File: src/rtl/day3_serial_pkg.sv
// Shared types and defaults for the bit-serial adder controller.
package day3_serial_pkg;

  typedef enum logic [1:0] {IDLE, RUN, DONE} state_t;

  localparam int DEFAULT_WIDTH = 8;

endpackage

File: src/rtl/day2_full_adder.sv
// Single-bit full adder cell, shared by the serial adder controller.
module day2_full_adder (
  input  logic a_i,
  input  logic b_i,
  input  logic cin_i,
  output logic sum_o,
  output logic cout_o
);

  assign sum_o  = a_i ^ b_i ^ cin_i;
  assign cout_o = (a_i & b_i) | (a_i & cin_i) | (b_i & cin_i);

endmodule

File: src/rtl/day3_serial_adder_ctrl.sv
// Bit-serial WIDTH-bit adder: one full-adder cell, LSB first, one bit per clock.
// Optional subtract mode (sub_i port) is enabled by defining DAY3_SERIAL_SUB_EN.
module day3_serial_adder_ctrl
  import day3_serial_pkg::*;
#(
  parameter int WIDTH = DEFAULT_WIDTH
) (
  input  logic             clk_i,
  input  logic             rst_ni,
  input  logic             in_valid_i,
  output logic             in_ready_o,
  input  logic [WIDTH-1:0] op_a_i,
  input  logic [WIDTH-1:0] op_b_i,
  input  logic             cin_i,
`ifdef DAY3_SERIAL_SUB_EN
  input  logic             sub_i,
`endif
  output logic             res_valid_o,
  input  logic             res_ready_i,
  output logic [WIDTH-1:0] sum_o,
  output logic             cout_o,
  output logic             busy_o
);

  localparam int CNT_W = (WIDTH > 1) ? $clog2(WIDTH) : 1;
  localparam logic [CNT_W-1:0] LAST_BIT = CNT_W'(WIDTH - 1);

  state_t           state_reg, state_next;
  logic [WIDTH-1:0] a_reg, b_reg, sum_reg;
  logic             carry_reg, cout_reg;
  logic [CNT_W-1:0] cnt_reg;

  logic             fa_sum, fa_cout;
  logic [WIDTH-1:0] b_capture;
  logic             carry_capture;

`ifdef DAY3_SERIAL_SUB_EN
  // Subtract as A + ~B + 1; the caller's carry-in is ignored in that mode.
  assign b_capture     = sub_i ? ~op_b_i : op_b_i;
  assign carry_capture = sub_i ? 1'b1 : cin_i;
`else
  assign b_capture     = op_b_i;
  assign carry_capture = cin_i;
`endif

  day2_full_adder u_fa (
    .a_i    (a_reg[0]),
    .b_i    (b_reg[0]),
    .cin_i  (carry_reg),
    .sum_o  (fa_sum),
    .cout_o (fa_cout)
  );

  always_comb begin
    state_next  = state_reg;
    in_ready_o  = 1'b0;
    busy_o      = 1'b0;
    res_valid_o = 1'b0;
    case (state_reg)
      IDLE: begin
        in_ready_o = 1'b1;
        if (in_valid_i) state_next = RUN;
      end
      RUN: begin
        busy_o = 1'b1;
        if (cnt_reg == LAST_BIT) state_next = DONE;
      end
      DONE: begin
        res_valid_o = 1'b1;
        if (res_ready_i) state_next = IDLE;
      end
      default: state_next = IDLE;
    endcase
  end

  always_ff @(posedge clk_i) begin
    if (!rst_ni) begin
      state_reg <= IDLE;
      a_reg     <= '0;
      b_reg     <= '0;
      sum_reg   <= '0;
      carry_reg <= 1'b0;
      cout_reg  <= 1'b0;
      cnt_reg   <= '0;
    end else begin
      state_reg <= state_next;
      case (state_reg)
        IDLE: begin
          if (in_valid_i) begin
            a_reg     <= op_a_i;
            b_reg     <= b_capture;
            carry_reg <= carry_capture;
            cnt_reg   <= '0;
          end
        end
        RUN: begin
          // Sum bits enter at the MSB so the word is aligned after WIDTH shifts.
          sum_reg   <= {fa_sum, sum_reg[WIDTH-1:1]};
          a_reg     <= {1'b0, a_reg[WIDTH-1:1]};
          b_reg     <= {1'b0, b_reg[WIDTH-1:1]};
          carry_reg <= fa_cout;
          if (cnt_reg == LAST_BIT) begin
            cout_reg <= fa_cout;
            cnt_reg  <= '0;
          end else begin
            cnt_reg <= cnt_reg + CNT_W'(1);
          end
        end
        default: ;
      endcase
    end
  end

  assign sum_o  = sum_reg;
  assign cout_o = cout_reg;

endmodule

File: config.mk
export PLATFORM = sky130hd
export DESIGN_NAME = day3_serial_adder_ctrl
export DESIGN_NICKNAME = d
export VERILOG_FILES = /design/src/rtl/day3_serial_pkg.sv /design/src/rtl/day2_full_adder.sv /design/src/rtl/day3_serial_adder_ctrl.sv
export SDC_FILE = /design/constraint.sdc
export NUM_CORES = 1
export LEC_CHECK = 0
export BUFFER_PORTS_ARGS = -buffer_cell sky130_fd_sc_hd__buf_2
export CAP_MARGIN = 20
export CORE_MARGIN = 5
export CORE_UTILIZATION = 50
export CTS_CLUSTER_DIAMETER = 40
export DETAILED_ROUTE_END_ITERATION = 10
export PLACE_DENSITY_LB_ADDON = 0.25
export SYNTH_ARGS = -nofsm -noshare
export SYNTH_HDL_FRONTEND = slang
export SYNTH_HIERARCHICAL = 1
export SYNTH_SLANG_ARGS = --single-unit
File: constraint.sdc
create_clock -name clk_i -period 1.91 [get_ports clk_i]
set_input_delay 0.0955 -clock clk_i [delete_from_list [all_inputs] [get_ports clk_i]]
set_output_delay 0.0955 -clock clk_i [all_outputs]
set_load 0.02 [all_outputs]
### After elaboration in Yosys (flattened, before gate mapping)

Index checks and enable logic that the tools add are counted.

| storage, ports and cells | value |
|---|---|
| register bits after elaboration | 31 |
| latch bits | 0 |
| RAM bits | 0 |
| ROM bits | 0 |
| bits of input ports | 21 |
| output and inout port bits | 12 |
| logic and storage cells | 42 |
| memories kept | 0 |

| operators by class | value |
|---|---|
| add/sub/neg operators | 1 |
| $mul | 0 |
| div/mod/pow operators | 0 |
| $lt $le $gt $ge | 0 |
| equal/unequal tests | 6 |
| shift operators | 0 |
| mux-type cells | 16 |
| bitwise gates (word level) | 7 |
| reduce and logical (&&, ||, !) cells | 5 |

Operators with widths:

| kind | number |
|---|---|
| case mux 8 bit (2 select lines) | 2 |
| 2-to-1 mux 8 bit | 2 |
| 2-to-1 mux 2 bit | 3 |
| 2-to-1 mux 3 bit | 2 |
| inequality test 2 bit (second input constant) | 3 |
| case mux 2 bit (3 select lines) | 1 |
| case mux 3 bit (2 select lines) | 1 |
| 2-to-1 mux 1 bit | 4 |
| AND reduction 2 bit | 2 |
| adder 3 x 1 -> 3 bit (second input constant) | 1 |
| bitwise AND 1 bit | 3 |
| equality test 3 bit (second input constant) | 1 |
| AND reduction 3 bit | 1 |
| equality test 2 x 1 -> 1 bit (second input constant) | 1 |
| equality test 2 bit (second input constant) | 1 |
| zero test 2 bit | 1 |
| OR 1 bit | 2 |
| case mux 1 bit (2 select lines) | 1 |
| nonzero test 2 bit | 1 |
| bitwise XOR 1 bit | 2 |

### Depth between registers and ports, before layout

Gate-level depths: netlist (run 1).

| logic depth | value |
|---|---|
| word-level depth | 4 |
| gate-level depth with buffers | 7 |
| gate-level depth less buffers | 5 |

### By module

The synthesis (run 1) kept the hierarchy.

By module, submodules not included:

| module | times used | cells each | area an instance (µm²) | sequential area each (µm²) |
|---|---|---|---|---|
| day3_serial_adder_ctrl | 1 | 141 | 1340.0 | 620.6 |
| day2_full_adder | 1 | 1 | 20.0 | 0.0 |

### Worst setup path after synthesis (run 1)

Ideal clock, no wire load.

| path | value |
|---|---|
| path kind | reg2reg |
| start | register state_reg[0] |
| end | register a_reg[0] |
| setup time | 0.117 ns |
| arrival time | 1.226 ns |
| required time | 1.793 ns |
| slack | 0.567 ns |
| cell stages (with the launch flop) | 7 |
| path buffers | 3 |
| period minus slack after synthesis | 1.343 ns |
| cells stage by stage | dfxtp_1 buf_6 or3b_1 buf_6 buf_12 o221ai_2 nor2_1 |

| on the way | value |
|---|---|
| longest elaborated chain between the ends | 3 |
| elaborated cells between the ends (all ways) | 6 |
| classes of those cells | eq/ne (2); mux (1); reduce/logical (3) |

RTL lines:

| element | line | RTL |
|---|---|---|
| from (decl) | day3_serial_adder_ctrl.sv:28 | `state_t state_reg, state_next;` |
| from (signal assigned) | day3_serial_adder_ctrl.sv:86 | `state_reg <= state_next;` |
| equality test 2 x 1 -> 1 bit or zero test 2 bit (tied branches) | day3_serial_adder_ctrl.sv:87 | `case (state_reg)` |
| nonzero test 2 bit (no line) or inequality test 2 bit (tied branches) | n/a |  |
| AND reduction 2 bit (no line) | n/a |  |
| to (signal assigned) | day3_serial_adder_ctrl.sv:90 | `a_reg <= op_a_i;` |
| to (signal assigned) | day3_serial_adder_ctrl.sv:99 | `a_reg <= {1'b0, a_reg[WIDTH-1:1]};` |
| to (decl) | day3_serial_adder_ctrl.sv:29 | `logic [WIDTH-1:0] a_reg, b_reg, sum_reg;` |

Several ways; a longest one is shown, not always the timed one.
A chain may end at the register's enable or synchronous reset.

### Final worst setup path (run 1)

| path | value |
|---|---|
| start | register state_reg[1] |
| end | output port busy_o |

| on the way | value |
|---|---|
| longest elaborated chain between the ends | 2 |

RTL lines:

| element | line | RTL |
|---|---|---|
| equality test 2 x 1 -> 1 bit | day3_serial_adder_ctrl.sv:59 | `case (state_reg)` |
| 2-to-1 mux 1 bit | day3_serial_adder_ctrl.sv:59 |  |
| to (decl) | day3_serial_adder_ctrl.sv:22 | `output logic busy_o` |

Every way passes these cells.

==> metrics.csv, run 1 <==
metric;value;unit
Fin. Hold Viols;0;
slowest stage cell on the critical path;dfxtp_1;
Tcrit/Tclk final;88.58;%
CTS Root Cell;clkbuf_4;
RSZ-0062 raised after global routing;false;
Antenna Cells;0;
CTS Buf Count;5;
design area;0.001564;mm2
Post-Route WL;2.757;mm
global-route wire length before repair;4.850;mm
CTS clock-pin slew for the worst setup and hold paths;0.10;ns
DP Wirelength;1.973;mm
full die area;0.003863;mm2
post-route ant nets;0;
IO Pins;33;
die height;62.16;um
WP data arrival;1.60;ns
most used routing layer;met2;
vias in the first global route;1095;
post-route setup TNS;0;ns
mapped cell area;0.001360;mm2
GR Util met2;26.04;%
status;complete, no violations;
final RePlAce weighted congestion;0.7288;
drt initial violations;37;
area fraction of the dominant cell type after synthesis;45.63;%
Site Rows;19;
Max-Cap Viols;0;
Critical Path Max Stage Delay;0.46;ns
Netlist cell types;26;
hold_sp;op_a_i[4];
Pre-Repair DR Iteration Count;4;
layout net count;195;
clock skew;0.01136;ns
initial antenna violation count;0;
total core area;0.002686;mm2
Syn Nets;166;
CP cell instances;nand2b_2, clkinvlp_4, buf_2;
worst flop-to-flop path startpoint;state_reg[0];
Layout area overhead;15.00;%
vias;1064;
CTS tree;yes;
Post-route DRC;0;
reg2reg path depth;3;
CP startpoint;state_reg[1];
gr usage total;15.36;%
post-cts sizing count;0;
Layout Cells excl Fill;202;
hold buffer count at CTS;0;
leakage;0.0006347;uW
Max Clock Freq;591.1;MHz
YS warnings;6;
area leader, netlist;dfxtp_1;
Crit Path Class;flip-flop to output port;
routing usage on met3;5.045;%
vias per std cell;5.267;
Peak VDD IR;0.6388;mV
pwr dens;873.6;mW/mm2
worst rel slew slack;52.19;%
post-CTS setup repair buffer count;0;
clock latency on the worst-skew pair;0.33;ns
peak fanout along the critical path;13;
worst hold endpoint;a_reg[4];
Req. time, crit path;1.81;ns
Clock Tree Buf Depth;2;
fillers;261;
# placed instances;195;
ranking of synthesized cells by area;dfxtp_1 46%, o221ai_2 11%, nor2_1 8.8%, a21boi_0 5.5%, nand2_1 4.7%;
Starting Density;50.63;%
final setup fails;0;
flop-to-flop setup slack;0.33;ns
Routed WL per cell;13.65;um
Overall Power;1366;uW
GRT Residual Overflow;0;
Avg Cell Area, Syn;9.578;um2
startpoint types;flip-flop;
WHS Path Cells;3;
Seq cells post-synth;31;
post-place instance area;0.001486;mm2
HP Class;input pin to flip-flop;
Slew @ Worst Pin;0.7172;ns
share of cells above drive strength 1;30.99;%
fin crit period;1.692;ns
Seq/Total Area, Yosys;45.63;%
clk sink count;31;
GR Util met1;17.09;%
largest net degree at the start of global routing;32;
I/O Buffers;32;
Mapped Cells;142;
RR Endpoint;b_reg[3];
pins over their slew limit;0;
die width;62.16;um
H-tree levels;2;
critical path endpoint category;output port;
-- per-stage QoR --
| stage | setup WS (ns) | utilization (%) | hold WS [ns] |
|---|---|---|---|
| 3_3_place_gp | 0.4018 | 55.33 | 0.3761 |
| 4_1_cts | 0.06007 | 57.99 | 0.03634 |
| 2_1_floorplan | 0.5668 | - | 0.2621 |
| 3_5_place_dp | 0.3465 | 55.33 | 0.3851 |
| 5_1_grt | 0.08454 | 58.22 | 0.04656 |
| 6_report | 0.2181 | 58.22 | 0.05163 |
-- Yosys cell counts --
cell type	number
nand2b_1	2
and2b_2	1
mux2i_1	1
buf_1	1
o21ba_2	1
or3b_1	1
nand3_1	1
inv_1	2
o221ai_2	10
dfxtp_1	31
buf_4	1
fa_1	1
nor2b_1	5
buf_12	1
nor3b_1	2
a21boi_0	10
nand3b_1	1
o221ai_1	5
clkbuf_1	3
buf_6	2
o21bai_1	1
nand2_1	17
nor2_1	32
a22oi_1	5
buf_2	3
ha_1	2
-- how the worst max path moves through the flow --
| stage | slack (ns) | to |
|---|---|---|
| detailed placement | 0.35 | b_reg[2] |
| CTS | 0.06 | busy_o |
| floorplan | 0.57 | a_reg[0] |
| global placement | 0.40 | b_reg[0] |
| finish | 0.22 | busy_o |
| global route | 0.08 | busy_o |
-- cells by family (layout without fill, tap and decap cells) --
family,count (synthesis),after routing,share of synthesized area [%]
DFF,31,31,45.63
and+or+nand+nor,62,62,20.06
muxes,1,1,0.7360
buffers and inverters,13,42,6.439
adders and majority gates,3,3,3.312
AOI/OAI and AO/OA,32,32,23.83
-- power by group --
part | internal (uW) | switching (uW) | total [uW]
logic | 72.7 | 95.0 | 168
registers | 685 | 29.5 | 714
clock network | 270 | 215 | 484
total | 1030 | 339 | 1370
-- area by class of cell --
| class | instances | area (um2) | area share, % |
|---|---|---|---|
| clock inverter | 1 | 30.03 | 1.920 |
| clock buffer | 6 | 41.29 | 2.640 |
| sequential | 31 | 620.6 | 39.68 |
| timing repair buffer | 33 | 167.7 | 10.72 |
| tap | 31 | 38.79 | 2.480 |
| multi-input combinational | 98 | 654.4 | 41.84 |
| inverter | 2 | 11.26 | 0.7200 |
-- critical path: cells and delay by family, from the launching register on --
kind	cells	cell delay [ns]
buffers and inverters	2	0.50
flip-flops	1	0.46
AND/OR/NAND/NOR	1	0.31
-- metal layers --
metal  wire, um  up-vias
met5          0        -
met3        188        6
met1       1224      479
li1           -      552
met2       1306       27
met4         38        0
-- placed cells by master, fill, tap and decap left out --
| cell | count |
|---|---|
| a22oi_1 | 5 |
| clkbuf_4 | 5 |
| dfxtp_1 | 31 |
| nor3b_1 | 2 |
| bufinv_16 | 1 |
| clkbuf_1 | 1 |
| or3b_1 | 1 |
| nand2b_1 | 1 |
| o221ai_2 | 10 |
| and2b_2 | 1 |
| o21ba_2 | 1 |
| nand3_1 | 1 |
| nor2_1 | 32 |
| clkinvlp_4 | 1 |
| inv_1 | 1 |
| ha_1 | 2 |
| nand2_1 | 17 |
| nand3b_1 | 1 |
| buf_4 | 1 |
| buf_2 | 32 |
| a21boi_0 | 10 |
| o221ai_1 | 5 |
| nand2b_2 | 1 |
| fa_1 | 1 |
| nor2b_1 | 5 |
| mux2i_1 | 1 |
| o21bai_1 | 1 |
(Power assumes the default switching activity.)
==> run 2, diff against run 1 <==
--- a/config.mk
+++ b/config.mk
@@ -11,7 +11,7 @@
 export CORE_UTILIZATION = 50
 export CTS_CLUSTER_DIAMETER = 40
 export DETAILED_ROUTE_END_ITERATION = 10
-export PLACE_DENSITY_LB_ADDON = 0.25
+export PLACE_DENSITY = 0.75
 export SYNTH_ARGS = -nofsm -noshare
 export SYNTH_HDL_FRONTEND = slang
 export SYNTH_HIERARCHICAL = 1
==> run 2 against run 1 <==
Effect of this change:
- cell area fell by 0.16%
- global-route usage rose by 0.56 points
- highest routed layer unchanged
- clock skew fell by 0.0069 ns
- hold slack got worse by 0.010 ns
- clock-buffer cell count rose by 2
- non-clock buffer count did not move
- total power fell by 3.4%
- critical endpoint unchanged
- combinational power barely moved
==> metrics.csv, run 2 (synthesis results as in run 1) <==
metric;value;unit;change
Pre-Repair DR Iteration Count;4;;unchanged
Layout area overhead;14.81;%;
Routed WL per cell;13.64;um;about the same
global-route wire length before repair;4.974;mm;+2.6%
CP delay by family, top;buffers and inverters;;
IO Pins;33;;unchanged
Tcrit/Tclk final;89.80;%;+1.2 points
final RePlAce weighted congestion;0.7334;;+0.63%
Antenna Cells;0;;unchanged
reg2reg path depth;3;;unchanged
status;complete, no violations;;
CTS clock-pin slew for the worst setup and hold paths;0.09;ns;about the same
post-route ant nets;0;;unchanged
Finished Core Util;58.13;%;-0.093 points
vias;1089;;+2.3%
CP endpoint;busy_o;;
vias per std cell;5.365;;+1.8%
worst rel slew slack;48.97;%;-3.2 points
startpoint types;flip-flop;;
drt initial violations;49;;+32%
most frequent cells in the layout;32 x nor2_1, 32 x buf_2, 31 x dfxtp_1;;
area of the multi-input gates;654.4;um2;unchanged
gr usage total;15.92;%;+0.56 points
die width;62.16;um;unchanged
DP Wirelength;1.951;mm;-1.1%
design area;0.001562;mm2;-0.16%
CTS Buf Count;5;;unchanged
die height;62.16;um;unchanged
share of cells above drive strength 1;31.40;%;+0.40 points
CTS Root Cell;clkbuf_4;;
CP cell instances;nand2b_2, clkinvlp_4, buf_2;;
Overall Power;1320;uW;-3.4%
RSZ-0062 raised after global routing;false;;
critical path endpoint category;output port;;
largest net degree at the start of global routing;32;;unchanged
flop-to-flop setup slack;0.30;ns;-0.03 ns
post-place instance area;0.001486;mm2;unchanged
Seq. cell area;620.6;um2;unchanged
Fin. Hold Viols;0;;unchanged
WP data arrival;1.62;ns;+0.02 ns
CP startpoint;state_reg[1];;
layout net count;195;;unchanged
post-route setup TNS;0;ns;unchanged
Starting Density;50.63;%;unchanged
Crit Path Class;flip-flop to output port;;
full die area;0.003863;mm2;unchanged
clock latency on the worst-skew pair;0.33;ns;about the same
CTS tree;yes;;
RR Endpoint;b_reg[3];;
worst flop-to-flop path startpoint;state_reg[0];;
clock skew;0.004463;ns;-0.006899 ns
fin crit period;1.715;ns;+0.02322 ns
pins over their slew limit;0;;unchanged
H-tree levels;2;;unchanged
Site Rows;19;;unchanged
hold buffer count at CTS;0;;unchanged
slowest stage cell on the critical path;dfxtp_1;;
Critical Path Max Stage Delay;0.46;ns;about the same
initial antenna violation count;0;;unchanged
Clock Tree Buf Depth;2;;unchanged
Max-Cap Viols;0;;unchanged
Slew @ Worst Pin;0.7655;ns;+0.04827 ns
final setup fails;0;;unchanged
worst path bufs/invs;2;;unchanged
Post-route DRC;0;;unchanged
pwr dens;845.2;mW/mm2;-3.3%
HP Class;input pin to flip-flop;;
vias in the first global route;1148;;+4.8%
total core area;0.002686;mm2;unchanged
peak fanout along the critical path;13;;unchanged
fillers;253;;-3.1%
clk sink count;31;;unchanged
I/O Buffers;32;;unchanged
leakage;0.0006350;uW;about the same
GRT Residual Overflow;0;;unchanged
Max Clock Freq;583.1;MHz;-1.4%
Post-Route WL;2.769;mm;+0.44%
Req. time, crit path;1.81;ns;about the same
Peak VDD IR;0.6290;mV;-1.5%
Levels on crit path;3;;unchanged
run 2: cell types whose count changed in the layout (fill, tap and decap cells not counted), sizes merged:
cell    before  now
clkbuf       6    8
bufinv       1    0
run 2: what timing repair did:
action / CTS / global route
resized for setup: 0 / 2
buffers inserted: 0 / 0
setup endpoints to repair: 0 / 1
run 2: how the worst min path moves through the flow:
stage,startpoint,to,slack (ns),cells past startpoint
6_report,op_a_i[7],a_reg[7],0.04,3
5_1_grt,op_a_i[4],a_reg[4],0.03,3
4_1_cts,res_ready_i,state_reg[1],0.03,3
3_5_place_dp,op_a_i[7],a_reg[7],0.39,3
3_3_place_gp,op_a_i[7],a_reg[7],0.38,3
2_1_floorplan,rst_ni,state_reg[0],0.26,1
run 2: area by class of cell:
| class | count | area share, % |
|---|---|---|
| clock buffer | 8 | 4.407 |
| inverter | 2 | 0.7212 |
| multi-input combinational | 98 | 41.91 |
| sequential | 31 | 39.74 |
| tap | 31 | 2.484 |
| timing repair buffer | 33 | 10.74 |
run 2: worst min-delay path, stage by stage:
cell and delay [ns]:
buf_2 0.08, a22oi_1 0.06, nor2b_1 0.10
run 2: where the power goes:
part	switching [uW]	internal, uW	total [uW]
registers	28.8	685	714
logic	95.1	72.7	168
clock network	222	216	439
total	346	974	1320
run 2: through the flow:
| step | cells | worst slack (ns) | hold slack, ns |
|---|---|---|---|
| final | 203 | 0.1949 | 0.04165 |
| after global routing | 203 | 0.02826 | 0.03075 |
| after CTS | 203 | 0.07802 | 0.02861 |
| after detailed placement | 195 | 0.3456 | 0.3888 |
| after global placement | 195 | 0.4115 | 0.3798 |
| after floorplan | 142 | 0.5668 | 0.2621 |
run 2: per-layer routing:
metal | part of all wire, % | global-route usage [%]
met3 | 7.4 | 7.748
met4 | 1.9 | 6.504
met5 | 0 | 0
met2 | 46 | 26.04
met1 | 44 | 17.43
